==> config.mk <==
export PLATFORM = sky130hd
export DESIGN_NAME = uart_boot_loader
export DESIGN_NICKNAME = d
export VERILOG_FILES = /design/src/rtl/uart_boot_pkg.sv /design/src/rtl/uart_byte_rx.sv /design/src/rtl/uart_boot_loader.sv
export SDC_FILE = /design/constraint.sdc
export NUM_CORES = 1
export LEC_CHECK = 0
export ABC_AREA = 1
export CAP_MARGIN = 20
export CORE_ASPECT_RATIO = 0.9
export CORE_UTILIZATION = 50
export CTS_BUF_LIST = sky130_fd_sc_hd__clkbuf_4
export DETAILED_ROUTE_END_ITERATION = 12
export HOLD_SLACK_MARGIN = 0.02
export PLACE_DENSITY_LB_ADDON = 0.08
export SYNTH_ARGS = -nofsm -noshare
export SYNTH_HDL_FRONTEND = slang
export SYNTH_SLANG_ARGS = --single-unit
export TNS_END_PERCENT = 100
==> constraint.sdc <==
create_clock -name clk -period 23.4 [get_ports clk]
set_input_delay 5.85 -clock clk [delete_from_list [all_inputs] [get_ports clk]]
set_output_delay 5.85 -clock clk [all_outputs]
set_load 0.05 [all_outputs]
==> src/rtl/uart_boot_pkg.sv <==
// Shared types and protocol constants for the UART boot loader.
// Frame states, receiver states and the sync/status byte values live here.
package uart_boot_pkg;

  typedef enum logic [2:0] {
    ST_IDLE,
    ST_LEN_LO,
    ST_LEN_HI,
    ST_DATA,
    ST_CSUM,
    ST_RESP
  } boot_state_e;

  typedef enum logic [1:0] {
    RX_IDLE,
    RX_START,
    RX_DATA,
    RX_STOP
  } rx_state_e;

  localparam logic [7:0] SYNC_BYTE = 8'hA5;
  localparam logic [7:0] ACK_BYTE  = 8'h4B;
  localparam logic [7:0] NAK_BYTE  = 8'h45;

endpackage

==> src/rtl/uart_byte_rx.sv <==
// 8N1 UART byte receiver: two-flop synchronizer, mid-bit sampling, glitch
// rejection on the start bit, one-cycle byte_valid or frame_err per byte.
module uart_byte_rx
  import uart_boot_pkg::*;
#(
  parameter int CLKS_PER_BIT = 434
) (
  input  logic       clk,
  input  logic       rst,
  input  logic       rx_i,
  output logic [7:0] data_o,
  output logic       byte_valid_o,
  output logic       frame_err_o
);

  localparam int CW = $clog2(CLKS_PER_BIT + 1);
  localparam logic [CW-1:0] HALF_M1 = CW'(CLKS_PER_BIT / 2 - 1);
  localparam logic [CW-1:0] CPB_M1  = CW'(CLKS_PER_BIT - 1);

  logic          rxMeta_q, rxSync_q, rxPrev_q;
  rx_state_e     state_q, state_d;
  logic [CW-1:0] cnt_q, cnt_d;
  logic [2:0]    bitIdx_q, bitIdx_d;
  logic [7:0]    shift_q, shift_d;
  logic          valid_q, valid_d;
  logic          err_q, err_d;

  always_ff @(posedge clk or posedge rst) begin
    if (rst) begin
      rxMeta_q <= 1'b1;
      rxSync_q <= 1'b1;
      rxPrev_q <= 1'b1;
      state_q  <= RX_IDLE;
      cnt_q    <= '0;
      bitIdx_q <= '0;
      shift_q  <= '0;
      valid_q  <= 1'b0;
      err_q    <= 1'b0;
    end else begin
      rxMeta_q <= rx_i;
      rxSync_q <= rxMeta_q;
      rxPrev_q <= rxSync_q;
      state_q  <= state_d;
      cnt_q    <= cnt_d;
      bitIdx_q <= bitIdx_d;
      shift_q  <= shift_d;
      valid_q  <= valid_d;
      err_q    <= err_d;
    end
  end

  // The start bit is re-checked at its midpoint; later samples land mid-bit.
  always_comb begin
    state_d  = state_q;
    cnt_d    = cnt_q + 1'b1;
    bitIdx_d = bitIdx_q;
    shift_d  = shift_q;
    valid_d  = 1'b0;
    err_d    = 1'b0;
    case (state_q)
      RX_IDLE: begin
        cnt_d = '0;
        if (!rxSync_q && rxPrev_q) state_d = RX_START;
      end
      RX_START: begin
        if (cnt_q == HALF_M1) begin
          cnt_d    = '0;
          bitIdx_d = '0;
          state_d  = rxSync_q ? RX_IDLE : RX_DATA;
        end
      end
      RX_DATA: begin
        if (cnt_q == CPB_M1) begin
          cnt_d    = '0;
          shift_d  = {rxSync_q, shift_q[7:1]};
          bitIdx_d = bitIdx_q + 3'd1;
          if (bitIdx_q == 3'd7) state_d = RX_STOP;
        end
      end
      RX_STOP: begin
        if (cnt_q == CPB_M1) begin
          cnt_d   = '0;
          valid_d = rxSync_q;
          err_d   = !rxSync_q;
          state_d = RX_IDLE;
        end
      end
      default: state_d = RX_IDLE;
    endcase
  end

  assign data_o       = shift_q;
  assign byte_valid_o = valid_q;
  assign frame_err_o  = err_q;

endmodule

==> src/rtl/uart_boot_loader.sv <==
// UART boot loader: receives a framed image, writes it to program memory as
// 32-bit words while holding the CPU in reset, then answers with a status byte.
module uart_boot_loader
  import uart_boot_pkg::*;
#(
  parameter int CLOCK_FREQ     = 50000000,
  parameter int BAUD_RATE      = 115200,
  parameter int MEMORY_SIZE    = 8192,
  parameter int TIMEOUT_CYCLES = 5000000
) (
  input  logic        clk,
  input  logic        rst,
  input  logic        rx,
  output logic        tx,
  output logic        mem_we,
  output logic [31:0] mem_addr,
  output logic [31:0] mem_wdata,
  output logic        cpu_rst_n,
  output logic        busy,
  output logic        done,
  output logic        error
);

  localparam int CLKS_PER_BIT = CLOCK_FREQ / BAUD_RATE;
  localparam int CW = $clog2(CLKS_PER_BIT + 1);
  localparam int TW = $clog2(TIMEOUT_CYCLES + 1);
  localparam logic [CW-1:0] CPB_M1    = CW'(CLKS_PER_BIT - 1);
  localparam logic [TW-1:0] TO_M1     = TW'(TIMEOUT_CYCLES - 1);
  localparam logic [16:0]   MAX_WORDS = 17'(MEMORY_SIZE / 4);

  logic [7:0] rxByte;
  logic       byteValid, frameErr;

  uart_byte_rx #(.CLKS_PER_BIT(CLKS_PER_BIT)) u_rx (
    .clk         (clk),
    .rst         (rst),
    .rx_i        (rx),
    .data_o      (rxByte),
    .byte_valid_o(byteValid),
    .frame_err_o (frameErr)
  );

  boot_state_e   state_q, state_d;
  logic [7:0]    lenLo_q, lenLo_d;
  logic [15:0]   wordCount_q, wordCount_d;
  logic [15:0]   wordIdx_q, wordIdx_d;
  logic [1:0]    byteIdx_q, byteIdx_d;
  logic [23:0]   word_q, word_d;
  logic [7:0]    csum_q, csum_d;
  logic [7:0]    status_q, status_d;
  logic [TW-1:0] timer_q, timer_d;
  logic [9:0]    txFrame_q, txFrame_d;
  logic [CW-1:0] txClk_q, txClk_d;
  logic [3:0]    txBit_q, txBit_d;
  logic          memWe_q, memWe_d;
  logic [31:0]   memAddr_q, memAddr_d;
  logic [31:0]   memWdata_q, memWdata_d;
  logic          cpuRstN_q, cpuRstN_d;
  logic          busy_q, busy_d;
  logic          done_q, done_d;
  logic          error_q, error_d;

  always_ff @(posedge clk or posedge rst) begin
    if (rst) begin
      state_q     <= ST_IDLE;
      lenLo_q     <= '0;
      wordCount_q <= '0;
      wordIdx_q   <= '0;
      byteIdx_q   <= '0;
      word_q      <= '0;
      csum_q      <= '0;
      status_q    <= NAK_BYTE;
      timer_q     <= '0;
      txFrame_q   <= '1;
      txClk_q     <= '0;
      txBit_q     <= '0;
      memWe_q     <= 1'b0;
      memAddr_q   <= '0;
      memWdata_q  <= '0;
      cpuRstN_q   <= 1'b1;
      busy_q      <= 1'b0;
      done_q      <= 1'b0;
      error_q     <= 1'b0;
    end else begin
      state_q     <= state_d;
      lenLo_q     <= lenLo_d;
      wordCount_q <= wordCount_d;
      wordIdx_q   <= wordIdx_d;
      byteIdx_q   <= byteIdx_d;
      word_q      <= word_d;
      csum_q      <= csum_d;
      status_q    <= status_d;
      timer_q     <= timer_d;
      txFrame_q   <= txFrame_d;
      txClk_q     <= txClk_d;
      txBit_q     <= txBit_d;
      memWe_q     <= memWe_d;
      memAddr_q   <= memAddr_d;
      memWdata_q  <= memWdata_d;
      cpuRstN_q   <= cpuRstN_d;
      busy_q      <= busy_d;
      done_q      <= done_d;
      error_q     <= error_d;
    end
  end

  logic        inFrame, startResp;
  logic [7:0]  respStatus;
  logic [15:0] newLen;
  logic [31:0] assembled;

  always_comb begin
    state_d     = state_q;
    lenLo_d     = lenLo_q;
    wordCount_d = wordCount_q;
    wordIdx_d   = wordIdx_q;
    byteIdx_d   = byteIdx_q;
    word_d      = word_q;
    csum_d      = csum_q;
    status_d    = status_q;
    txFrame_d   = txFrame_q;
    txClk_d     = txClk_q;
    txBit_d     = txBit_q;
    memWe_d     = 1'b0;
    memAddr_d   = memAddr_q;
    memWdata_d  = memWdata_q;
    cpuRstN_d   = cpuRstN_q;
    busy_d      = busy_q;
    done_d      = done_q;
    error_d     = error_q;
    startResp   = 1'b0;
    respStatus  = NAK_BYTE;
    newLen      = {rxByte, lenLo_q};
    assembled   = {rxByte, word_q};
    inFrame     = (state_q == ST_LEN_LO) || (state_q == ST_LEN_HI) ||
                  (state_q == ST_DATA)   || (state_q == ST_CSUM);
    timer_d     = (inFrame && !byteValid) ? timer_q + 1'b1 : '0;

    case (state_q)
      ST_IDLE: begin
        if (byteValid && rxByte == SYNC_BYTE) begin
          state_d   = ST_LEN_LO;
          done_d    = 1'b0;
          error_d   = 1'b0;
          busy_d    = 1'b1;
          cpuRstN_d = 1'b0;
          csum_d    = '0;
          wordIdx_d = '0;
          byteIdx_d = '0;
        end
      end
      ST_LEN_LO: begin
        if (byteValid) begin
          lenLo_d = rxByte;
          csum_d  = csum_q ^ rxByte;
          state_d = ST_LEN_HI;
        end
      end
      ST_LEN_HI: begin
        if (byteValid) begin
          csum_d      = csum_q ^ rxByte;
          wordCount_d = newLen;
          if ({1'b0, newLen} > MAX_WORDS) startResp = 1'b1;
          else if (newLen == 16'd0)       state_d   = ST_CSUM;
          else                            state_d   = ST_DATA;
        end
      end
      ST_DATA: begin
        if (byteValid) begin
          csum_d    = csum_q ^ rxByte;
          word_d    = assembled[31:8];
          byteIdx_d = byteIdx_q + 2'd1;
          if (byteIdx_q == 2'd3) begin
            memWe_d    = 1'b1;
            memAddr_d  = {14'd0, wordIdx_q, 2'b00};
            memWdata_d = assembled;
            wordIdx_d  = wordIdx_q + 16'd1;
            if (wordIdx_q == wordCount_q - 16'd1) state_d = ST_CSUM;
          end
        end
      end
      ST_CSUM: begin
        if (byteValid) begin
          startResp  = 1'b1;
          respStatus = (csum_q == rxByte) ? ACK_BYTE : NAK_BYTE;
        end
      end
      ST_RESP: begin
        if (txClk_q == CPB_M1) begin
          txClk_d   = '0;
          txFrame_d = {1'b1, txFrame_q[9:1]};
          txBit_d   = txBit_q + 4'd1;
          if (txBit_q == 4'd9) begin
            state_d   = ST_IDLE;
            busy_d    = 1'b0;
            cpuRstN_d = 1'b1;
            done_d    = (status_q == ACK_BYTE);
            error_d   = (status_q != ACK_BYTE);
          end
        end else begin
          txClk_d = txClk_q + 1'b1;
        end
      end
      default: state_d = ST_IDLE;
    endcase

    // A broken or stalled frame aborts whatever the byte path decided.
    if (inFrame && (frameErr || (timer_q == TO_M1 && !byteValid))) begin
      startResp  = 1'b1;
      respStatus = NAK_BYTE;
    end

    if (startResp) begin
      state_d   = ST_RESP;
      status_d  = respStatus;
      txFrame_d = {1'b1, respStatus, 1'b0};
      txClk_d   = '0;
      txBit_d   = '0;
    end
  end

  assign tx        = txFrame_q[0];
  assign mem_we    = memWe_q;
  assign mem_addr  = memAddr_q;
  assign mem_wdata = memWdata_q;
  assign cpu_rst_n = cpuRstN_q;
  assign busy      = busy_q;
  assign done      = done_q;
  assign error     = error_q;

endmodule

==> flow_summary.yaml <==
detailed_routing:
  wl_per_cell_um: 13.59
  drt-total-wl_um: 21070
  firstDrtPassIters: 7
  routedLengthMet1_um: 9885
  drtIter0Drc: 385
  routed.top_layer: "met4"
  wl_met2_um: 9847
  drc_errors: 0
  wl_met3_um: 875
  routed_via_density: 5.001
  ant_nets: 0
  vias: 7751
grt:
  grt_max_degree: 125
  grt_usage_pct: 21.76
  antenna_found_initial: 1
  grt.overflow.total: 0
  grt_pass1_vias: 7224
  grt_pass1_wl_um: 35200
clocking:
  cts.path.max_buffers: 3
  cts_buffers: 54
  htree_levels: 2
  cts_tree: "done"
  cts.repair.resized: 0
  cts_sinks: 204
  cts_root_buf: "clkbuf_4"
  holdBufCountCts: 0
  post_cts_buffers: 0
  path_clk_slew_ps: 60
  clk_latency_ps: 670
floorplanning:
  start_util_pct: 51.27
  die_h_um: 135.4
  io_pins: 73
  chipWidth_um: 150.2
  rows: 48
  dieArea_mm2: 0.02033
  core_area_mm2: 0.01928
synth:
  yosys-top-cells-area: "dfrtp_1 48%, nand2_1 11%, o21ai_0 5.4%, inv_1 4.7%, nor2_1 3.9%"
  synth_edf_count: 0
  synthTopCellsByCount: "298 x nand2_1, 190 x dfrtp_1, 125 x inv_1"
  yosysTopAreaCellShare_pct: 48.11
  synth_most_common_cell: "nand2_1"
  ys_seq_elements: 204
  yosys_warnings: 0
  yosysSeqAreaShare_pct: 51.83
  syn_area_per_cell_um2: 8.433
  yosysTopAreaCell: "dfrtp_1"
  synth_ff_type: "dfrtp_1"
  synth.cell_area_mm2: 0.009883
  synthCells: 1172
  synth_cell_types: 54
  synthArstFlopShare_pct: 100.0
worst_setup_path:
  r2r.worst_path.cells: 8
  reg2reg_to: "wordIdx_q[3]"
  crit_start: "txFrame_q[0]"
  r2r_start: "u_rx.data_o[2]"
  path_class: "flop to output pin"
  worstSetupEndpointType: "output pin"
  path_max_fanout: 2
  cp_slowest_cell: "clkdlybuf4s50_1"
  slowest_delay_ps: 790
  path_cells: "clkdlybuf4s50_1"
  cp.arrival_ps: 1990
  required_ps: 17550
  rrSetupSlack_ps: 21110
  critPathLaunchType: "flop"
  path_buf_inv: 1
  cp_top_family: "buffers and inverters"
cells_and_area:
  nets: 1275
  area_growth_pct: 14.66
  stdcell_area_mm2: 0.01133
  layout-drive-gt1-share_pct: 12.47
sta:
  fmax_mhz: 127.6
  drv_slew: 0
  period_share_pct: 33.50
  relSlewSlack_pct: 44.12
  fin_crit_ps: 7839
  rsz0062_at_grt: "false"
  hold_ws_ps: 360.4
  setup_viol: 0
  tightestPinTransition_ps: 838.3
  finalHoldViolCount: 0
  setup-tns-final_ps: 0
  setup_ws_ps: 15560
  clock_skew_ps: 28.66
power_and_ir_drop:
  p_total_uw: 715.0
  ir_drop_mv: 0.03123
  cellLeakagePower_uw: 0.005267
  cellPowerDensity_mw_per_mm2: 63.09
outcome:
  status: "completed"
hold_path:
  hp-start: "u_rx.rxMeta_q"
  hold_class: "flop to flop"
  holdPathEnd: "u_rx.rxSync_q"
  hold_depth: 0
placement:
  port_buffers: 56
  preCtsSetupSlack_ps: 15270
  gp_congestion: 0.8547
  dpl_cell_area_mm2: 0.01058
  hpwl_um: 14600
run:
  drv_cap: 0
[power by group]
group / leakage, µW / internal, µW / total (µW) / switching (µW)
Sequential: 0.00280 / 357 / 360 / 3.56
Clock: 0.000429 / 178 / 323 / 145
Combinational: 0.00204 / 7.17 / 31.8 / 24.6
[metrics by stage]
stage / std cells / util, %
after floorplan: 1187 / -
after global placement: 1452 / 54.87
after detailed placement: 1452 / 54.87
after CTS: 1548 / 58.63
after global routing: 1550 / 58.78
final: 1550 / 58.78
[cell families (layout without fill, tap and decap cells)]
kind of cell               Yosys count  count (layout)  share of synthesized area (%)
buffers and inverters              188             300                          8.229
and+or+nand+nor                    529             529                          23.60
xor gates and xnor gates            41              41                          3.633
DFF                                204             204                          51.83
adders and majority gates           13              13                          1.646
AOI/OAI and AO/OA                  196             196                          11.03
other                                1              17                        0.03794
[routing by layer]
layer  GRT usage [%]  vias up
li1                -     3962
met5               0        -
met3           4.040       38
met2           35.08      145
met1           29.28     3606
met4           8.081        0
[cell type report]
class	count	area [µm²]
clock inverters	9	70.07
fillers	1768	7946
diodes	1	2.502
inverters	143	546.8
well taps	250	312.8
repair buffers	61	618.1
multi-input cells	795	4006
flip-flops and latches	204	5122
clock buffers	87	653.1
[layout by cell type, fill, tap and decap left out, types with 13 or more instances in the layout]
cell / Yosys / layout
dfrtp_1: 190 / 190
nor2_1: 103 / 102
nand3_1: 43 / 43
inv_1: 125 / 124
xor2_1: 30 / 30
a21oi_1: 21 / 21
nor3_1: 26 / 26
clkbuf_4: 0 / 87
o21ai_1: 32 / 32
inv_2: 16 / 16
nand2_1: 298 / 298
nand4_1: 14 / 14
conb_1: 1 / 16
o21ai_0: 106 / 106
ha_1: 13 / 13
clkdlybuf4s50_1: 0 / 56
dfstp_2: 14 / 14
[registers in the layout, summed over array words and instances (netlist names), 9 cells and up, named ones only]
| signal | cells |
|---|---|
| mem_wdata | 32 |
| txFrame_q | 9 |
| wordIdx_q | 16 |
| timer_q | 23 |
| u_rx.cnt_q | 9 |
| txClk_q | 9 |
| wordCount_q | 16 |
| mem_addr | 16 |
| word_q | 24 |
[how the worst max path moves through the flow]
stage | to | slack (ps) | cells past startpoint
finish | tx | 15560 | 1
global route | tx | 15500 | 1
CTS | tx | 15500 | 1
detailed placement | mem_wdata[5] | 15270 | 3
global placement | mem_wdata[5] | 15280 | 3
floorplan | asynchronous set/reset pin | 12010 | 1
[worst register-to-register path: cells and delay by family (launching register included)]
kind,cells,cell delay (ps)
simple gates,5,1220
flops,1,510
compound gates,2,230
buf+inv,1,220
Power figures use the tool's default switching activity.
